$ cat config.mk
export PLATFORM = sky130hd
export DESIGN_NAME = cpu_seq_ctrl
export DESIGN_NICKNAME = d
export VERILOG_FILES = /design/src/rtl/cpu_seq_ctrl.sv
export SDC_FILE = /design/constraint.sdc
export NUM_CORES = 1
export LEC_CHECK = 0
export CORE_UTILIZATION = 56
export DETAILED_ROUTE_END_ITERATION = 12
export GPL_ROUTABILITY_DRIVEN = 0
export GPL_TIMING_DRIVEN = 0
export PLACE_DENSITY = 0.86
export SLEW_MARGIN = 5
export SYNTH_ARGS = -nofsm -noshare
export SYNTH_HDL_FRONTEND = slang
export SYNTH_SLANG_ARGS = --single-unit
$ cat constraint.sdc
create_clock -name clk -period 2.6 [get_ports clk]
set_input_delay 0.26 -clock clk [delete_from_list [all_inputs] [get_ports clk]]
set_output_delay 0.26 -clock clk [all_outputs]
set_load 0.05 [all_outputs]
$ cat src/rtl/cpu_seq_ctrl.sv
// cpu_seq_ctrl: fetch/execute sequencer for a 16x8 program ROM.
// Owns the program counter, instruction register, accumulator, Z/C flags
// and the output register. The single ROM address port is shared between
// instruction fetch (PC) and operand fetch (IR operand field, MEM state).
//
// Ports:
//   clk        system clock, all state updates on rising edge
//   rst        synchronous active-high reset
//   run        level enable, only looked at in FETCH
//   rom_addr   ROM address (operand field in MEM, PC otherwise)
//   rom_data   ROM read data, valid in the same cycle as rom_addr
//   out_port   output register, loaded by OUT
//   out_valid  single-cycle pulse in the cycle after OUT executes
//   zero_flag  Z flag
//   carry_flag C flag (ADD carry-out / SUB borrow)
//   halted     high while in HALT
//   pc_dbg     current program counter
module cpu_seq_ctrl #(
  parameter int ADDR_W = 4,
  parameter int DATA_W = 8
) (
  input  logic              clk,
  input  logic              rst,
  input  logic              run,
  output logic [ADDR_W-1:0] rom_addr,
  input  logic [DATA_W-1:0] rom_data,
  output logic [DATA_W-1:0] out_port,
  output logic              out_valid,
  output logic              zero_flag,
  output logic              carry_flag,
  output logic              halted,
  output logic [ADDR_W-1:0] pc_dbg
);

  localparam int OP_W = DATA_W - ADDR_W;

  localparam logic [OP_W-1:0] OP_LDA = OP_W'(1);
  localparam logic [OP_W-1:0] OP_ADD = OP_W'(2);
  localparam logic [OP_W-1:0] OP_SUB = OP_W'(3);
  localparam logic [OP_W-1:0] OP_LDI = OP_W'(4);
  localparam logic [OP_W-1:0] OP_JMP = OP_W'(5);
  localparam logic [OP_W-1:0] OP_JZ  = OP_W'(6);
  localparam logic [OP_W-1:0] OP_JC  = OP_W'(7);
  localparam logic [OP_W-1:0] OP_OUT = OP_W'(14);
  localparam logic [OP_W-1:0] OP_HLT = OP_W'(15);

  typedef enum logic [1:0] {
    S_FETCH = 2'd0,
    S_EXEC  = 2'd1,
    S_MEM   = 2'd2,
    S_HALT  = 2'd3
  } state_t;

  state_t              state_q, state_d;
  logic [ADDR_W-1:0]   pc_q, pc_d;
  logic [DATA_W-1:0]   ir_q, ir_d;
  logic [DATA_W-1:0]   acc_q, acc_d;
  logic [DATA_W-1:0]   out_q, out_d;
  logic                out_valid_q, out_valid_d;
  logic                z_q, z_d;
  logic                c_q, c_d;

  logic [OP_W-1:0]     opcode;
  logic [ADDR_W-1:0]   operand;
  // One extra bit holds the ADD carry-out; for SUB it is set exactly when
  // the subtrahend exceeds the accumulator, i.e. the borrow.
  logic [DATA_W:0]     sum;
  logic [DATA_W:0]     diff;

  assign opcode  = ir_q[DATA_W-1:ADDR_W];
  assign operand = ir_q[ADDR_W-1:0];
  assign sum     = {1'b0, acc_q} + {1'b0, rom_data};
  assign diff    = {1'b0, acc_q} - {1'b0, rom_data};

  // State register
  always_ff @(posedge clk) begin
    if (rst) state_q <= S_FETCH;
    else     state_q <= state_d;
  end

  // Next-state logic
  always_comb begin
    state_d = state_q;
    case (state_q)
      S_FETCH: if (run) state_d = S_EXEC;
      S_EXEC: begin
        case (opcode)
          OP_LDA, OP_ADD, OP_SUB: state_d = S_MEM;
          OP_HLT:                 state_d = S_HALT;
          default:                state_d = S_FETCH;
        endcase
      end
      S_MEM:   state_d = S_FETCH;
      S_HALT:  state_d = S_HALT;
      default: state_d = S_FETCH;
    endcase
  end

  // Output logic
  always_comb begin
    rom_addr = (state_q == S_MEM) ? operand : pc_q;
    halted   = (state_q == S_HALT);
  end

  // Datapath next-state
  always_comb begin
    pc_d        = pc_q;
    ir_d        = ir_q;
    acc_d       = acc_q;
    out_d       = out_q;
    out_valid_d = 1'b0;
    z_d         = z_q;
    c_d         = c_q;
    case (state_q)
      S_FETCH: begin
        if (run) begin
          ir_d = rom_data;
          pc_d = pc_q + ADDR_W'(1);
        end
      end
      S_EXEC: begin
        case (opcode)
          OP_LDI: begin
            acc_d = {{OP_W{1'b0}}, operand};
            z_d   = (operand == '0);
          end
          OP_JMP: pc_d = operand;
          OP_JZ:  if (z_q) pc_d = operand;
          OP_JC:  if (c_q) pc_d = operand;
          OP_OUT: begin
            out_d       = acc_q;
            out_valid_d = 1'b1;
          end
          default: ;
        endcase
      end
      S_MEM: begin
        case (opcode)
          OP_LDA: begin
            acc_d = rom_data;
            z_d   = (rom_data == '0);
          end
          OP_ADD: begin
            acc_d = sum[DATA_W-1:0];
            c_d   = sum[DATA_W];
            z_d   = (sum[DATA_W-1:0] == '0);
          end
          OP_SUB: begin
            acc_d = diff[DATA_W-1:0];
            c_d   = diff[DATA_W];
            z_d   = (diff[DATA_W-1:0] == '0);
          end
          default: ;
        endcase
      end
      default: ;
    endcase
  end

  // Datapath registers
  always_ff @(posedge clk) begin
    if (rst) begin
      pc_q        <= '0;
      ir_q        <= '0;
      acc_q       <= '0;
      out_q       <= '0;
      out_valid_q <= 1'b0;
      z_q         <= 1'b0;
      c_q         <= 1'b0;
    end else begin
      pc_q        <= pc_d;
      ir_q        <= ir_d;
      acc_q       <= acc_d;
      out_q       <= out_d;
      out_valid_q <= out_valid_d;
      z_q         <= z_d;
      c_q         <= c_d;
    end
  end

  assign out_port   = out_q;
  assign out_valid  = out_valid_q;
  assign zero_flag  = z_q;
  assign carry_flag = c_q;
  assign pc_dbg     = pc_q;

endmodule

==> impl_summary.txt, run 1 <==
----------------------------------------------------
[Layout]
  Antenna Cells ... 0
  Post-synthesis to final-layout area growth ... 17.39%
  Final #Nets ... 390
  Post-layout instance count excluding filler cells ... 407
  Multi-input logic area ... 1808 um2
  Final Core Density ... 0.6927
  FILL cells ... roughly 370
  Seq. cell area ... about 660 um2
  Share of layout cells above drive strength 1 ... 0.1014

[Clock tree]
  Hold buffers post-CTS ... 0
  Longest Clk Path Bufs ... 2
  CTS tree ... yes
  Clock transition at path regs ... around 0.07 ns
  Root Driver ... sky130_fd_sc_hd__clkbuf_8
  Latest clock arrival within the worst-skew pair ... 0.29 ns
  Num Clock Sinks ... 33
  Number of buffers created by CTS ... 5
  H-Tree Depth ... 2

[STA]
  Maximum clock frequency ... 401.8 MHz
  Setup Total Neg Slack ... 0 ns
  Final critical-path required period ... approximately 2.5 ns
  Remaining max-slew budget at the tightest pin ... 0.6047
  Post-layout worst setup margin ... 0.1113 ns
  Max Slew Vio Count ... 0
  Transition time at the pin with the least slew margin ... 0.5930 ns
  Final Hold Vio Count ... 0
  Final count of negative-setup-slack endpoints ... 0
  Final clock skew ... 0.006522 ns
  Worst hold slack after final layout ... 0.3555 ns
  RSZ-0062 raised after global routing ... false
  Part of the cycle the worst path needs ... 0.9572

[Synthesis]
  Register bit count reported by yosys ... 33
  Number of flops mapped to enable cells by yosys ... 0
  Yosys warnings ... 0
  Leading cell types by count after synthesis ... 33 x sky130_fd_sc_hd__dfxtp_1, 29 x sky130_fd_sc_hd__a21oi_1, 29 x sky130_fd_sc_hd__nor2_1
  Unique cell type count in the Yosys netlist ... 66
  Most repeated cell in the gate-level netlist after synthesis ... sky130_fd_sc_hd__dfxtp_1
  Post-Syn Instances ... roughly 320
  Most frequently used flop master after synthesis ... sky130_fd_sc_hd__dfxtp_1
  Part of the Yosys area used for sequential elements ... 0.2536
  Synthesized area divided by synthesized cell count ... slightly above 8 um2
  Post-synth top area cell ... sky130_fd_sc_hd__dfxtp_1
  Leading post-synthesis cells by cell area ... sky130_fd_sc_hd__dfxtp_1 25%, sky130_fd_sc_hd__ha_1 11%, sky130_fd_sc_hd__a21oi_1 5.6%, sky130_fd_sc_hd__mux2i_1 5.4%, sky130_fd_sc_hd__nor2_1 4.2%
  Area share of the largest cell type after synthesis ... 0.2536
  Number of nets in the synthesized netlist ... 356
  Total standard cell area after synthesis ... 2605 um2
  Fraction of registers with async set or reset after synthesis ... 0

[Placement]
  Number of placed instances with taps included ... 402
  DPL Wire Length ... 5272 um
  Worst setup slack before clock tree synthesis ... -0.2094 ns
  Input/output buffers ... 29

[GRT]
  Antenna violations before repair ... 0
  Global-route wire length before repair ... 11730 um
  Global route overflow ... 0
  Vias in the first global route ... 2438
  GRT Total Usage ... 0.3000
  Pin count of the biggest net entering global routing ... 20

[Floorplanning]
  Die area ... 4929 um2
  Die Ht ... 70.21 um
  Initial core utilization ... 0.5901
  Area of the core region ... 4414 um2
  Die span in x ... 70.21 um
  Boundary Pins ... 31
  Num rows ... 24

[Detailed routing]
  Via/cell ratio ... 6.378
  Number of design-rule violations left by the first detailed-router iteration ... 265
  Routed wire length ... 7214 um
  Routed Antenna Nets ... 0
  Detailed-route wire length per cell ... 17.72 um
  Via count ... 2596
  Router iterations before antenna repair ... 5
  Remaining DRCs ... 0

[Run]
  Maximum capacitance violations ... 0

[Power]
  Highest ir drop seen on vdd ... 413.0 uV
  Clock network fraction of design power ... 0.279
  Internal portion of total power ... approximately 900 uW
  Leakage power ... 0.001171 uW
  Proportion of power drawn by flip-flops and latches ... 0.407
  Switching Share ... 0.3515
  Combinational share of power ... 0.314
  Switching power summed over all nets ... 489.9 uW
  PD cells ... 455.8 nW/um2

[Min path]
  Capture endpoint of the worst hold path ... ir_q[4]
  Start point of the worst min-delay path ... rom_data[4]
  Worst hold path stage count ... 3
  Worst min path class ... in2reg

[Worst setup path]
  Critical path type ... in2reg
  Count of cells along the worst register-to-register path ... 10
  Kind of cell adding the most delay to the critical path ... buffers and inverters
  Critical path buffer and inverter count ... 2
  Crit-path cells ... clkdlybuf4s50_1, inv_1, fa_1, a21o_1, a21oi_1, xnor2_1, nor2_1, nor4_2, nand2b_1
  Top fanout value on the critical path ... 5
  RR Startpoint ... acc_q[0]
  WP data arrival ... 2.71 ns
  Type of destination of the critical path ... flop
  Cell with the largest stage delay on the worst path ... sky130_fd_sc_hd__clkdlybuf4s50_1
  Setup slack of the worst register-to-register path ... 0.26 ns
  Crit start category ... primary input
  Worst r2r dst ... acc_q[4]
  Delay of the slowest cell on the worst path ... 0.59 ns
  Crit path required time ... 2.83 ns

[Run status]
  Status ... finished, final reports clean

----------------------------------------------------
==> kinds of logic (layout without fill, tap and decap cells) <==
family                     count (synthesis)  in the layout  synth area share
AOI/OAI and AO/OA                         88             88            0.2445
xor gates and xnor gates                   6              6           0.02017
and+or+nand+nor                          115            115            0.2301
buffers and inverters                     37             71           0.05956
adders and majority gates                 24             24            0.1210
muxes                                     18             18           0.07108
DFF                                       33             33            0.2536
==> area by class of cell <==
class                   instances  area share
multi-input cells             251      0.5912
flip-flops and latches         33      0.2160
well taps                      52     0.02128
plain buffers                  17     0.02619
repair buffers                 29     0.09493
inverters                      18     0.02209
clock buffers                   7     0.02823
==> sequential cells by signal (all words and copies together), names as in the netlist <==
| signal | flops |
|---|---|
| out_port | 8 |
| pc_dbg | 4 |
| out_valid | 1 |
| state_q | 2 |
| carry_flag | 1 |
| acc_q | 8 |
| ir_q | 8 |
| zero_flag | 1 |
==> power by group through the flow <==
| stage | Sequential (uW) | Clock (uW) | Combinational [uW] |
|---|---|---|---|
| after floorplan | 591 | 0 | 293 |
| after global placement | 576 | 0 | 415 |
| after detailed placement | 578 | 0 | 426 |
| after CTS | 567 | 389 | 428 |
| after global routing | 573 | 416 | 471 |
| final | 568 | 388 | 437 |
==> worst register-to-register path: stages (launching register included) <==
cell                       delay (ns)
sky130_fd_sc_hd__dfxtp_1         0.37
sky130_fd_sc_hd__inv_1           0.10
sky130_fd_sc_hd__ha_1            0.14
sky130_fd_sc_hd__inv_1           0.04
sky130_fd_sc_hd__fa_1            0.45
sky130_fd_sc_hd__a21o_1          0.19
sky130_fd_sc_hd__a21oi_1         0.18
sky130_fd_sc_hd__xnor2_1         0.25
sky130_fd_sc_hd__nor2_1          0.10
sky130_fd_sc_hd__nor4_2          0.31
sky130_fd_sc_hd__nand2b_1        0.15
==> how the worst max path moves through the flow <==
stage / from / endpoint / slack [ns] / cells after the start
4_1_cts: rom_data[0] / acc_q[6] / 0.04 / 10
2_1_floorplan: acc_q[0] / acc_q[6] / 0.60 / 10
6_report: rom_data[1] / acc_q[4] / 0.11 / 9
3_5_place_dp: rom_data[0] / acc_q[6] / -0.21 / 10
3_3_place_gp: rom_data[4] / zero_flag / -0.18 / 10
5_1_grt: rom_data[1] / acc_q[6] / 0.03 / 9
==> metrics by stage <==
stage / area [um2] / power (uW)
after floorplan: 2605 / 883.2
after CTS: 3038 / 1384
after global placement: 2960 / 991.5
after global routing: 3058 / 1460
final: 3058 / 1394
after detailed placement: 2960 / 1005
==> repair_timing <==
item / 4_1_cts / 5_1_grt
gates resized for setup: 4 / 5
buffers inserted: 0 / 0
pin swaps: 0 / 0
setup endpoints to repair: 4 / 5
==> routing by layer <==
layer,vias to the layer above,GRT usage,share of wire
met3,16,0.06349,0.080
li1,1221,-,-
met1,1226,0.3987,0.44
met4,0,0.1089,0.015
met5,-,0,0
met2,133,0.4786,0.47
==> cells in the final DEF (no fill, tap or decap), types with 6 or more instances in the layout <==
cell	count
sky130_fd_sc_hd__nand3_1	15
sky130_fd_sc_hd__clkdlybuf4s50_1	23
sky130_fd_sc_hd__nor2_1	29
sky130_fd_sc_hd__a211oi_1	6
sky130_fd_sc_hd__xnor2_1	6
sky130_fd_sc_hd__ha_1	22
sky130_fd_sc_hd__dfxtp_1	33
sky130_fd_sc_hd__inv_1	17
sky130_fd_sc_hd__a21oi_1	28
sky130_fd_sc_hd__nor3_1	7
sky130_fd_sc_hd__mux2i_1	14
sky130_fd_sc_hd__clkbuf_8	6
sky130_fd_sc_hd__o21ai_0	8
sky130_fd_sc_hd__nand2b_1	7
sky130_fd_sc_hd__clkbuf_1	11
sky130_fd_sc_hd__nand2_1	24
Note: power is estimated with default switching activity, not from simulation.
==> run 2, diff against run 1 <==
--- a/config.mk
+++ b/config.mk
@@ -5,6 +5,7 @@
 export SDC_FILE = /design/constraint.sdc
 export NUM_CORES = 1
 export LEC_CHECK = 0
+export CAP_MARGIN = 20
 export CORE_UTILIZATION = 56
 export DETAILED_ROUTE_END_ITERATION = 12
 export GPL_ROUTABILITY_DRIVEN = 0
==> results of run 2 <==
No change in the layout: final DEF, timing and power equal those of run 1.
==> run 3, diff against run 2 <==
--- a/config.mk
+++ b/config.mk
@@ -6,11 +6,12 @@
 export NUM_CORES = 1
 export LEC_CHECK = 0
 export CAP_MARGIN = 20
-export CORE_UTILIZATION = 56
+export CORE_ASPECT_RATIO = 0.6
+export CORE_UTILIZATION = 40
 export DETAILED_ROUTE_END_ITERATION = 12
 export GPL_ROUTABILITY_DRIVEN = 0
 export GPL_TIMING_DRIVEN = 0
-export PLACE_DENSITY = 0.86
+export PLACE_DENSITY = 0.66
 export SLEW_MARGIN = 5
 export SYNTH_ARGS = -nofsm -noshare
 export SYNTH_HDL_FRONTEND = slang
==> run 3 against run 2 <==
Sequential share of layout area shrank 0.45 points; via count shrank 2.6%; global-route usage shrank 6.8 points; cell count grew 8.4%; flip-flop and latch count is the same; critical path depth grew 1; core utilization shrank 19 points; wire length grew 4.8%; register-to-register slack lost 0.07 ns; count of clock-buffer cells in the layout shrank 1; die area grew 39%; clock skew grew 0.0040 ns; largest power group unchanged; highest routed layer unchanged.
==> impl_summary.txt, run 3 (synthesis gave the netlist of run 1 again) <==
----------------------------------------------------
[Layout]
  Antenna Cells ... 0 (unchanged)
  Post-synthesis to final-layout area growth ... 19.88%
  Post-layout instance count excluding filler cells ... 441 (+8.4%)
  Share of layout cells above drive strength 1 ... 0.1008 (-0.0005681)
  FILL cells ... 616 (+67%)
  Commonest non-fill, non-tap cell in the layout ... sky130_fd_sc_hd__dfxtp_1
  Layout Cell Area excl Fill ... 3123 um2 (+2.1%)
  Commonest cells after routing, fill and taps aside ... 33 x sky130_fd_sc_hd__dfxtp_1, 29 x sky130_fd_sc_hd__nor2_1, 28 x sky130_fd_sc_hd__a21oi_1
  Final #Nets ... 391 (+0.26%)

[GRT]
  Vias in the first global route ... 2319 (-4.9%)
  Global-route wire length before repair ... 12240 um (+4.3%)
  Global route overflow ... 0 (unchanged)
  Antenna violations before repair ... 0 (unchanged)
  Pin count of the biggest net entering global routing ... 20 (unchanged)
  GRT Total Usage ... 0.2315 (-0.06849)

[Power]
  Final Total Pwr ... 1537 uW (+10%)
  Highest ir drop seen on vdd ... 301.5 uV (-27%)
  PD cells ... 492.0 nW/um2 (+7.9%)
  Leakage power ... 0.001195 uW (+2.0%)

[Detailed routing]
  Router iterations before antenna repair ... 5 (unchanged)
  Via count ... 2529 (-2.6%)
  Remaining DRCs ... 0 (unchanged)
  Detailed-route wire length per cell ... 17.14 um (-3.3%)
  Routed Antenna Nets ... 0 (unchanged)
  Routed wire length ... 7559 um (+4.8%)
  Via/cell ratio ... 5.735 (-10%)
  Number of design-rule violations left by the first detailed-router iteration ... 233 (-12%)

[Worst setup path]
  Critical path buffer and inverter count ... 3 (+1)
  Top fanout value on the critical path ... 10 (+5)
  Crit start category ... primary input
  Kind of cell adding the most delay to the critical path ... buffers and inverters
  Crit path required time ... 2.80 ns (-0.03 ns)
  Critical path type ... in2reg
  Crit-path cells ... clkdlybuf4s50_1, inv_1, ha_1, clkbuf_1, nor2_1, o311ai_1, and3_1, nor3_1, o31a_1, a221oi_2
  Setup slack of the worst register-to-register path ... 0.19 ns (-0.07 ns)
  Worst r2r dst ... zero_flag
  Count of cells along the worst register-to-register path ... 8 (-2)
  Type of destination of the critical path ... flop
  Path length in cells of the critical path ... 10 (+1)
  RR Startpoint ... acc_q[0]
  Delay of the slowest cell on the worst path ... 0.56 ns (-0.03 ns)
  Cell with the largest stage delay on the worst path ... sky130_fd_sc_hd__clkdlybuf4s50_1
  WP data arrival ... 2.67 ns (-0.04 ns)

[STA]
  Transition time at the pin with the least slew margin ... 0.6084 ns (+0.01538 ns)
  Final count of negative-setup-slack endpoints ... 0 (unchanged)
  Final Hold Vio Count ... 0 (unchanged)
  Remaining max-slew budget at the tightest pin ... 0.5944 (-0.01026)
  Final critical-path required period ... 2.473 ns (-0.01602 ns)
  Final clock skew ... 0.01052 ns (+0.004000 ns)
  RSZ-0062 raised after global routing ... false
  Post-layout worst setup margin ... 0.1273 ns (+0.01602 ns)
  Part of the cycle the worst path needs ... 0.9510 (-0.006160)
  Maximum clock frequency ... 404.4 MHz (+0.65%)
  Max Slew Vio Count ... 0 (unchanged)

[Floorplanning]
  Die area ... 6850 um2 (+39%)
  Area of the core region ... 6193 um2 (+40%)
  Die span in x ... 106.2 um (+51%)
  Boundary Pins ... 31 (unchanged)
  Die Ht ... 64.51 um (-8.1%)
  Initial core utilization ... 0.4206 (-0.1695)
  Num rows ... 22 (-8.3%)

[Min path]
  Start point of the worst min-delay path ... rom_data[4]
  Worst min path class ... in2reg
  Worst hold path stage count ... 3 (unchanged)
  Capture endpoint of the worst hold path ... ir_q[4]

[Clock tree]
  Buffers inserted by post-CTS timing repair ... 0 (unchanged)
  Number of buffers created by CTS ... 5 (unchanged)
  Clock transition at path regs ... 0.08 ns (about the same)
  Num Clock Sinks ... 33 (unchanged)
  Longest Clk Path Bufs ... 2 (unchanged)
  Root Driver ... sky130_fd_sc_hd__clkbuf_8
  Cts repair resizes ... 4 (unchanged)
  H-Tree Depth ... 2 (unchanged)
  CTS tree ... yes
  Hold buffers post-CTS ... 0 (unchanged)
  Latest clock arrival within the worst-skew pair ... 0.29 ns (about the same)

[Placement]
  Input/output buffers ... 29 (unchanged)
  Number of placed instances with taps included ... 434 (+8.0%)
  DPL Wire Length ... 5913 um (+12%)
  Standard cell area after detailed placement ... 3000 um2 (+1.4%)
  Worst setup slack before clock tree synthesis ... -0.2671 ns (-0.05771 ns)

[Run status]
  Status ... finished, final reports clean

[Run]
  Maximum capacitance violations ... 0 (unchanged)

----------------------------------------------------
run 3: cell types whose count changed in the layout (fill, tap and decap cells not counted):
cell / delta
sky130_fd_sc_hd__clkdlybuf4s50_1: -1
sky130_fd_sc_hd__bufinv_16: +1
sky130_fd_sc_hd__o311ai_2: -2
sky130_fd_sc_hd__o311ai_1: +2
sky130_fd_sc_hd__dlymetal6s2s_1: +1
sky130_fd_sc_hd__clkinvlp_4: +1
run 3: area by class of cell:
cell class	count	area, um2	area share
Sequential cell	33	660.6	0.2115
Clock buffer	6	82.58	0.02644
Inverter	18	67.56	0.02163
Buffer	18	83.83	0.02684
Clock inverter	2	37.54	0.01202
Timing Repair Buffer	29	292.8	0.09375
Tap cell	84	105.1	0.03365
Multi-Input combinational cell	251	1793	0.5741
run 3: metal layers:
metal  part of all wire  vias up  global-route usage
li1                   -     1232                   -
met1               0.54     1174              0.3788
met2               0.37      114              0.2987
met3              0.087        9             0.03924
met4              0.010        0             0.05035
met5                  0        -                   0
run 3: how the worst max path moves through the flow:
| stage | slack (ns) | end | startpoint |
|---|---|---|---|
| finish | 0.13 | acc_q[5] | rom_data[3] |
| floorplan | 0.60 | acc_q[6] | acc_q[0] |
| global placement | -0.24 | acc_q[5] | rom_data[1] |
| CTS | 0.01 | acc_q[6] | rom_data[0] |
| global route | 0.008 | acc_q[5] | rom_data[3] |
| detailed placement | -0.27 | acc_q[6] | rom_data[0] |
run 3: worst reg2reg max path: stages, from the launching register on:
cell,delay [ns]
sky130_fd_sc_hd__dfxtp_1,0.38
sky130_fd_sc_hd__ha_1,0.24
sky130_fd_sc_hd__fa_1,0.44
sky130_fd_sc_hd__xnor2_1,0.15
sky130_fd_sc_hd__nor3b_1,0.38
sky130_fd_sc_hd__nand3_1,0.18
sky130_fd_sc_hd__a2111oi_2,0.27
sky130_fd_sc_hd__nand4_1,0.15
sky130_fd_sc_hd__o211ai_2,0.16
run 3: stage by stage:
step	hold slack [ns]	TNS [ns]	util
5_1_grt	0.3307	0	0.5042
3_3_place_gp	0.4807	-1.417	0.4844
6_report	0.3128	0	0.5042
3_5_place_dp	0.4854	-1.522	0.4844
2_1_floorplan	0.4075	0	-
4_1_cts	0.3818	0	0.5024
run 3: where the power goes:
part,internal [uW],switching [uW],total (uW)
sequential,529,41.3,571
clock,312,217,529
combinational,163,274,437
total,1000,532,1540
